**src/rtl/dht11_pkg.sv**
```systemverilog
// Shared definitions for the DHT11 driver and its poller: state codes,
// 50 MHz timing constants and the sensor's plausible integer ranges.
package dht11_pkg;

  typedef enum logic [3:0] {
    IDLE        = 4'd0,
    START       = 4'd1,
    ARM         = 4'd2,
    WAIT_RESULT = 4'd3,
    VALIDATE    = 4'd4,
    UPDATE      = 4'd5,
    RETRY_CHK   = 4'd6,
    RETRY_WAIT  = 4'd7,
    PERIOD_WAIT = 4'd8
  } estado_t;

  localparam int CICLOS_1S  = 50_000_000;
  localparam int CICLOS_1MS = 50_000;

  localparam logic [7:0] UMID_MAX = 8'd100;
  localparam logic [7:0] TEMP_MAX = 8'd60;

  function automatic logic leitura_valida(input logic [7:0] umid, input logic [7:0] temp);
    return (umid <= UMID_MAX) && (temp <= TEMP_MAX);
  endfunction

endpackage

```
**src/rtl/dht11_poller.sv**
```systemverilog
// Measurement sequencer above dht11: periodic or manual reads with retries,
// range check, and a latched reading plus alarms that update on one edge.
module dht11_poller
  import dht11_pkg::*;
#(
  parameter int PERIODO         = 2 * CICLOS_1S,
  parameter int TIMEOUT         = 50 * CICLOS_1MS,
  parameter int INTERVALO_RETRY = CICLOS_1S,
  parameter int MAX_TENTATIVAS  = 3,
  parameter int TEMP_LIMITE     = 30,
  parameter int UMID_LIMITE     = 80
) (
  input  logic        clock,
  input  logic        reset,
  input  logic        enable,
  input  logic        request,
  output logic        dht_start,
  input  logic        dht_pronto,
  input  logic        dht_error,
  input  logic [15:0] dht_temperatura,
  input  logic [15:0] dht_umidade,
  output logic [7:0]  temperatura,
  output logic [7:0]  umidade,
  output logic        valido,
  output logic        falha,
  output logic        alarme_temp,
  output logic        alarme_umid,
  output logic [7:0]  leituras,
  output logic [3:0]  db_estado
);

  localparam int PW = $clog2(PERIODO);
  localparam int TW = $clog2(TIMEOUT);
  localparam int RW = $clog2(INTERVALO_RETRY);

  localparam logic [PW-1:0] PER_FIM  = PW'(PERIODO - 1);
  localparam logic [TW-1:0] TO_FIM   = TW'(TIMEOUT - 1);
  localparam logic [RW-1:0] RT_FIM   = RW'(INTERVALO_RETRY - 1);
  localparam logic [3:0]    MAX_T    = 4'(MAX_TENTATIVAS);
  localparam logic [7:0]    TEMP_LIM = 8'(TEMP_LIMITE);
  localparam logic [7:0]    UMID_LIM = 8'(UMID_LIMITE);

  estado_t       estado, prox;
  logic [PW-1:0] cnt_per;
  logic [TW-1:0] cnt_to;
  logic [RW-1:0] cnt_rt;
  logic [3:0]    tentativas;

  logic per_clr, tent_clr, tent_inc, to_clr, rt_clr, atualiza, esgotou;

  // Fraction bytes are delivered by dht11 but only integer parts are published.
  logic unused_frac;
  assign unused_frac = ^{dht_temperatura[7:0], dht_umidade[7:0]};

  assign db_estado = estado;

  always_ff @(posedge clock or posedge reset) begin
    if (reset) estado <= IDLE;
    else       estado <= prox;
  end

  always_comb begin
    prox     = estado;
    per_clr  = 1'b0;
    tent_clr = 1'b0;
    tent_inc = 1'b0;
    to_clr   = 1'b0;
    rt_clr   = 1'b0;
    atualiza = 1'b0;
    esgotou  = 1'b0;
    case (estado)
      IDLE: if (enable || request) begin
        per_clr  = 1'b1;
        tent_clr = 1'b1;
        prox     = START;
      end
      START: begin
        tent_inc = 1'b1;
        prox     = ARM;
      end
      // dht11 still shows the previous result here, so it is not looked at.
      ARM: begin
        to_clr = 1'b1;
        prox   = WAIT_RESULT;
      end
      WAIT_RESULT: begin
        if (dht_error)             prox = RETRY_CHK;
        else if (dht_pronto)       prox = VALIDATE;
        else if (cnt_to == TO_FIM) prox = RETRY_CHK;
      end
      VALIDATE: prox = leitura_valida(dht_umidade[15:8], dht_temperatura[15:8]) ? UPDATE : RETRY_CHK;
      UPDATE: begin
        atualiza = 1'b1;
        prox     = PERIOD_WAIT;
      end
      RETRY_CHK: begin
        rt_clr = 1'b1;
        if (tentativas < MAX_T) prox = RETRY_WAIT;
        else begin
          esgotou = 1'b1;
          prox    = PERIOD_WAIT;
        end
      end
      RETRY_WAIT: if (cnt_rt == RT_FIM) prox = START;
      // Counter saturates, so a cycle whose retries overran the period restarts at once.
      PERIOD_WAIT: if (cnt_per == PER_FIM) begin
        if (enable) begin
          per_clr  = 1'b1;
          tent_clr = 1'b1;
          prox     = START;
        end else begin
          prox = IDLE;
        end
      end
      default: prox = IDLE;
    endcase
  end

  always_ff @(posedge clock or posedge reset) begin
    if (reset) begin
      cnt_per    <= '0;
      cnt_to     <= '0;
      cnt_rt     <= '0;
      tentativas <= '0;
      dht_start  <= 1'b0;
    end else begin
      dht_start <= (prox == START);
      if (per_clr)                                   cnt_per <= '0;
      else if (estado != IDLE && cnt_per != PER_FIM) cnt_per <= cnt_per + 1'b1;
      if (to_clr)                     cnt_to <= '0;
      else if (estado == WAIT_RESULT) cnt_to <= cnt_to + 1'b1;
      if (rt_clr)                    cnt_rt <= '0;
      else if (estado == RETRY_WAIT) cnt_rt <= cnt_rt + 1'b1;
      if (tent_clr)      tentativas <= '0;
      else if (tent_inc) tentativas <= tentativas + 1'b1;
    end
  end

  always_ff @(posedge clock or posedge reset) begin
    if (reset) begin
      temperatura <= '0;
      umidade     <= '0;
      valido      <= 1'b0;
      falha       <= 1'b0;
      alarme_temp <= 1'b0;
      alarme_umid <= 1'b0;
      leituras    <= '0;
    end else if (atualiza) begin
      temperatura <= dht_temperatura[15:8];
      umidade     <= dht_umidade[15:8];
      valido      <= 1'b1;
      falha       <= 1'b0;
      alarme_temp <= dht_temperatura[15:8] >= TEMP_LIM;
      alarme_umid <= dht_umidade[15:8] >= UMID_LIM;
      leituras    <= leituras + 8'd1;
    end else if (esgotou) begin
      falha <= 1'b1;
    end
  end

endmodule

```
**config.mk**
```make
export PLATFORM = sky130hd
export DESIGN_NAME = dht11_poller
export DESIGN_NICKNAME = d
export VERILOG_FILES = /design/src/rtl/dht11_pkg.sv /design/src/rtl/dht11_poller.sv
export SDC_FILE = /design/constraint.sdc
export NUM_CORES = 1
export LEC_CHECK = 0
export BUFFER_PORTS_ARGS = -buffer_cell sky130_fd_sc_hd__buf_2
export CORE_ASPECT_RATIO = 0.9
export CORE_UTILIZATION = 37
export CTS_BUF_LIST = sky130_fd_sc_hd__clkbuf_4 sky130_fd_sc_hd__clkbuf_8 sky130_fd_sc_hd__clkbuf_16
export CTS_CLUSTER_SIZE = 10
export DETAILED_ROUTE_END_ITERATION = 6
export SETUP_SLACK_MARGIN = 0.4
export SYNTH_ARGS = -nofsm -noshare
export SYNTH_HDL_FRONTEND = slang
export SYNTH_SLANG_ARGS = --single-unit
```
**constraint.sdc**
```tcl
create_clock -name clock -period 4.4 [get_ports clock]
set_clock_uncertainty 0.2 [all_clocks]
set_input_delay 0.22 -clock clock [delete_from_list [all_inputs] [get_ports clock]]
set_output_delay 0.22 -clock clock [all_outputs]
set_load 0.02 [all_outputs]
```
# Yosys cells after proc, flatten, opt, wreduce, memory -nomap -nowiden

Index checks and enable logic that the tools add are counted.

Multiplexer cells: 30
Reductions and logical operators: 10
Order comparisons: 5
Add/subtract/negate cells: 5
Equality and inequality tests: 13

Operators by type and width:

| operator                                                              | number |
|---|---|
| 27-bit 2-to-1 mux                                                     | 2 |
| 26-bit 2-to-1 mux                                                     | 2 |
| 22-bit 2-to-1 mux                                                     | 2 |
| 4-bit 2-to-1 mux                                                      | 9 |
| 4-bit case mux with 9 select lines                                    | 1 |
| 27-bit by 1-bit adder with 27-bit output, second input constant       | 1 |
| 27-bit == test, second input constant                                 | 1 |
| 27-bit inequality test, second input constant                         | 1 |
| 26-bit by 1-bit adder with 26-bit output, second input constant       | 1 |
| 26-bit == test, second input constant                                 | 1 |
| 22-bit by 1-bit adder with 22-bit output, second input constant       | 1 |
| 22-bit == test, second input constant                                 | 1 |
| 4-bit by 3-bit == test with 1-bit output, second input constant       | 4 |
| 1-bit 2-to-1 mux                                                      | 12 |
| 2-bit nonzero test                                                    | 5 |
| 8-bit by 1-bit adder with 8-bit output, second input constant         | 1 |
| 4-bit by 1-bit == test with 1-bit output, second input constant       | 2 |
| 4-bit by 2-bit == test with 1-bit output, second input constant       | 2 |
| 8-bit by 5-bit >= comparator with 1-bit output, second input constant | 1 |
| 8-bit by 7-bit >= comparator with 1-bit output, second input constant | 1 |
| 8-bit by 6-bit <= comparator with 1-bit output, second input constant | 1 |
| 8-bit by 7-bit <= comparator with 1-bit output, second input constant | 1 |
| 4-bit by 1-bit adder with 4-bit output, second input constant         | 1 |
| 4-bit == test, second input constant                                  | 1 |
| 7 further kinds                                                       | 8 |

Bits of input ports: 38
Logic and storage cells: 76
Register bits after elaboration: 112
Output and inout port bits: 33

# Logic depth before layout (Yosys ltp)

Depth after elaboration: 6
Mapped depth: 8
Mapped depth without buffers: 7

# Least setup slack after synthesis

No wires, ideal clock.

Path kind: flip-flop to flip-flop
Start: reg cnt_per[0]
End: reg cnt_per[25]
Stages on the path, launching flop included: 9
Data required time: 4.122 ns
Period minus slack after synthesis: 2.543 ns
Data arrival time: 2.265 ns
Setup slack: 1.857 ns
Buffers on the path: 1
Library setup time: 0.078 ns
Path through: dfrtp_1 ha_1 nand3_2 or2_4 or3_1 buf_6 a2111oi_4 or3b_1 a21oi_1

Cells in the longest elaborated chain, start to end: 4
Elaborated cells between the ends (all ways): 9
Those cells by class: add/sub: 1; eq/ne: 2; mux: 4; reduce/logical: 2

Ends and longest elaborated chain:

| element                                                                                          | RTL line            | source |
|---|---|---|
| start, declared                                                                                  | dht11_poller.sv:44  | `logic [PW-1:0] cnt_per;` |
| start signal, assigned                                                                           | dht11_poller.sv:129 | `else if (estado != IDLE && cnt_per != PER_FIM) cnt_per <= cnt_per + 1'b1;` |
| parallel branches: the longest is 4 deep, another holds 27-bit by 1-bit adder with 27-bit output | -                   |  |

Parallel ways; which one is timed is not known. The select of a mux whose other input is x is not followed.
A chain may end at the register's enable or synchronous reset.

# Worst setup path after layout

Ends and elaborated chain as after synthesis.

==> flow_metrics.py <==
metrics = {
    "outcome": {
        "status": "finished clean",
    },
    "floorplan": {
        "die_y_um": 118,
        "die_area_um2": 15600,
        "fp.coreArea_um2": 14700,
        "num_rows": 42,
        "fp.dieW_um": 131,
        "start_util_pct": 37.9,
        "num_io_pins": 71,
    },
    "logic_synthesis": {
        "synth_top_family_by_area": "simple AND/OR/NAND/NOR gates",
        "synth_mux_area_share_pct": 3.80,
        "synth_nets": 612,
        "synth_top_area_share_pct": 50.3,
        "synth_area_um2": 5570,
        "synth.distinct_cells": 51,
        "synth-seq-area-share_pct": 50.3,
        "synthSimpleGateAreaFrac_pct": 26.1,
        "synth_edf_count": 0,
        "synth_seq_cells": 112,
        "synth_xor_area_share_pct": 9.75,
        "syn_area_per_cell_um2": 9.79,
        "ys_top_cells_by_area": "dfrtp_1 50%, nor2_1 5.5%, xnor2_1 4.9%, xor2_1 4.9%, nand2_1 3.8%",
        "synth_cells": 569,
        "yosys_warnings": 0,
        "synth-main-ff-cell": "dfrtp_1",
        "async_flop_share_pct": 100,
        "synth_compound_area_share_pct": 6.90,
        "yosys.area.top_type": "dfrtp_1",
        "synth_fa_ha_area_share_pct": 1.12,
    },
    "job": {
        "cap_violations": 0,
    },
    "clock_network": {
        "cts.repair.resized": 0,
        "clkSinkCount": 112,
        "post_cts.repair.setup_buffers": 0,
        "cts_tree": "built",
        "clock_path_buffers": 2,
        "insertion_delay_ns": 0.35,
        "htreeDepth": 3,
        "numCtsBuffers": 9,
        "cts-root-buf": "clkbuf_16",
        "path_clk_slew_ns": 0.07,
    },
    "drt": {
        "drc": 0,
        "drt_iter0_markers": 219,
        "routed_wl_um": 11900,
        "vias_per_cell": 5.15,
        "wl_per_cell_um": 14.2,
        "num_vias": 4326,
        "ant_nets": 0,
        "dr.pass1.iters": 4,
    },
    "worst_hold_path": {
        "hold_path_class": "input pin to register",
    },
    "sta": {
        "clock.fmax_mhz": 353,
        "final-setup-viol-count": 0,
        "fin_crit_sh_pct": 64.4,
        "period_needed_ns": 2.83,
        "report.final.slew_viol_count": 0,
        "rsz0062_at_grt": "false",
        "slew_headroom_pct": 17.6,
        "setup-tns-final_ns": 0,
        "tightest_slew_ns": 1.23,
        "finalHoldViolations": 0,
    },
    "final_layout": {
        "multi_input_area_um2": 2660,
        "finalNonFillerCells": 840,
        "num-fill-cells": 1460,
        "nets": 680,
        "final_util_pct": 44.2,
        "fin_area_um2": 6510,
        "antennaDiodeCount": 0,
        "areaGrowthSynthToFinish_pct": 16.8,
        "register_area_um2": 2800,
        "drive_gt1_share_pct": 16.7,
    },
    "power_and_ir_drop": {
        "p_leak_nw": 2.79,
        "p_total_mw": 3.18,
        "power_density_nw_per_um2": 488,
        "ir_worst_vdd_mv": 0.294,
    },
    "setup_path": {
        "worstPathRequired_ns": 4.48,
        "crit_path_end_kind": "register",
        "start_kind": "register",
        "path_class": "register to register",
        "critPathMaxFanout": 9,
        "cp.arrival_ns": 2.91,
    },
    "placement": {
        "place_area_um2": 6060,
        "dp_cells": 807,
        "gp_congestion": 0.805,
        "hpwlAfterDp_um": 8290,
        "io_buffers": 54,
    },
    "global_route": {
        "globalRouteOverflowTotal": 0,
        "grt_max_degree": 89,
        "grt_pass1_wl_um": 20700,
        "grt_use_total_pct": 16.2,
        "use_met3_pct": 3.09,
        "grt-busiest-layer": "met2",
        "gr-usage-met1_pct": 22.7,
        "groute.layer.met2.usage_pct": 25.9,
        "grt_pass1_vias": 4246,
        "antenna_found_initial": 0,
    },
}
==> path summary, 6_finish.rpt <==
path / start / endpoint / slack, ns / depth (start not counted)
worst max-delay path: cnt_per[0] / cnt_per[25] / 1.57 / 7
worst min-delay path: enable / db_estado[0] / 0.15 / 5
worst max register to register: cnt_per[0] / cnt_per[25] / 1.57 / 7
worst min register to register: leituras[7] / leituras[7] / 0.28 / 1
max in group asynchronous: reset / cnt_rt[11] / 2.54 / 4
min in group asynchronous: reset / cnt_rt[19] / 0.49 / 3
==> final cells by class <==
class                      instances  area share, %
clock inverter                     7          0.865
tap                              198           3.81
clock buffer                       9           3.46
sequential                       112           43.1
multi-input combinational        430           40.9
inverter                           7          0.442
timing repair buffer              77           7.46
==> logic make-up after synthesis <==
logic type | Yosys count
compound gates | 60
xor+xnor | 62
fa+ha+maj | 5
buf+inv | 27
flops | 112
mux | 19
simple gates | 284
==> timing repair <==
action	4_1_cts	5_1_grt
hold buffers	17	0
endpoints found under the setup margin	0	0
hold endpoints to repair	65	0
==> stage by stage <==
stage	hold slack (ns)	setup WS (ns)
global placement	0.248	1.63
floorplan	0.146	1.02
detailed placement	0.255	1.58
global route	0.208	1.40
CTS	0.132	1.56
finish	0.149	1.57
==> cells in the final DEF (no fill, tap or decap), types with 4 or more instances in the layout <==
cell type,netlist,layout
inv_1,7,6
buf_4,0,6
or3_1,8,8
xnor2_1,31,31
a31oi_1,4,4
and3_1,6,6
a21o_1,4,4
dlygate4sd3_1,0,17
dfrtp_1,112,112
nor4b_1,7,7
o31ai_1,5,5
nor3_1,27,27
nor2_1,81,80
mux2_2,17,17
ha_1,5,5
nand2_1,56,56
nor2b_1,5,5
o21ai_0,23,23
a21oi_1,13,12
nand3_1,29,29
and4_1,7,7
nor4_1,10,10
xor2_1,31,31
nand4_1,20,20
nand3b_1,6,6
clkbuf_16,0,9
buf_2,2,54
==> metal layers <==
metal | routed length, um | up-vias | part of all wire, %
met2 | 5600 | 64 | 47
met4 | 154 | 0 | 1.3
met5 | 0 | - | 0
met3 | 268 | 12 | 2.2
li1 | - | 2135 | -
met1 | 5900 | 2115 | 49
==> critical path: stages (launching register included) <==
cell,delay [ns]
dfrtp_1,0.41
ha_1,0.21
nand3_2,0.13
or2_4,0.29
or3_1,0.54
a2111oi_4,0.46
or3b_1,0.39
a21oi_1,0.15
==> sequential cells by signal, summed over array words and instances (netlist names) <==
name / count
alarme_temp: 1
alarme_umid: 1
cnt_per: 27
cnt_rt: 26
cnt_to: 22
db_estado: 4
dht_start: 1
falha: 1
leituras: 8
temperatura: 8
tentativas: 4
umidade: 8
valido: 1
==> where the power goes <==
part | total (mW) | switching [mW] | internal [mW]
clock network | 0.778 | 0.387 | 0.390
logic | 1.02 | 0.640 | 0.377
registers | 1.38 | 0.171 | 1.21
==> synth_stat cells (2+ instances only) <==
library cell,number
a21boi_0,2
a21o_1,4
a21oi_1,13
a31oi_1,4
and2_1,2
and3_1,6
and4_1,7
buf_2,2
clkbuf_1,16
dfrtp_1,112
ha_1,5
inv_1,7
mux2_2,17
mux2i_1,2
nand2_1,56
nand2b_1,3
nand3_1,29
nand3b_1,6
nand4_1,20
nor2_1,81
nor2b_1,5
nor3_1,27
nor3_2,2
nor3b_1,2
nor4_1,10
nor4b_1,7
o21ai_0,23
o31ai_1,5
o41ai_1,3
or2_2,3
or3_1,8
xnor2_1,31
xor2_1,31
No activity file was read; power rests on OpenSTA's default activity.
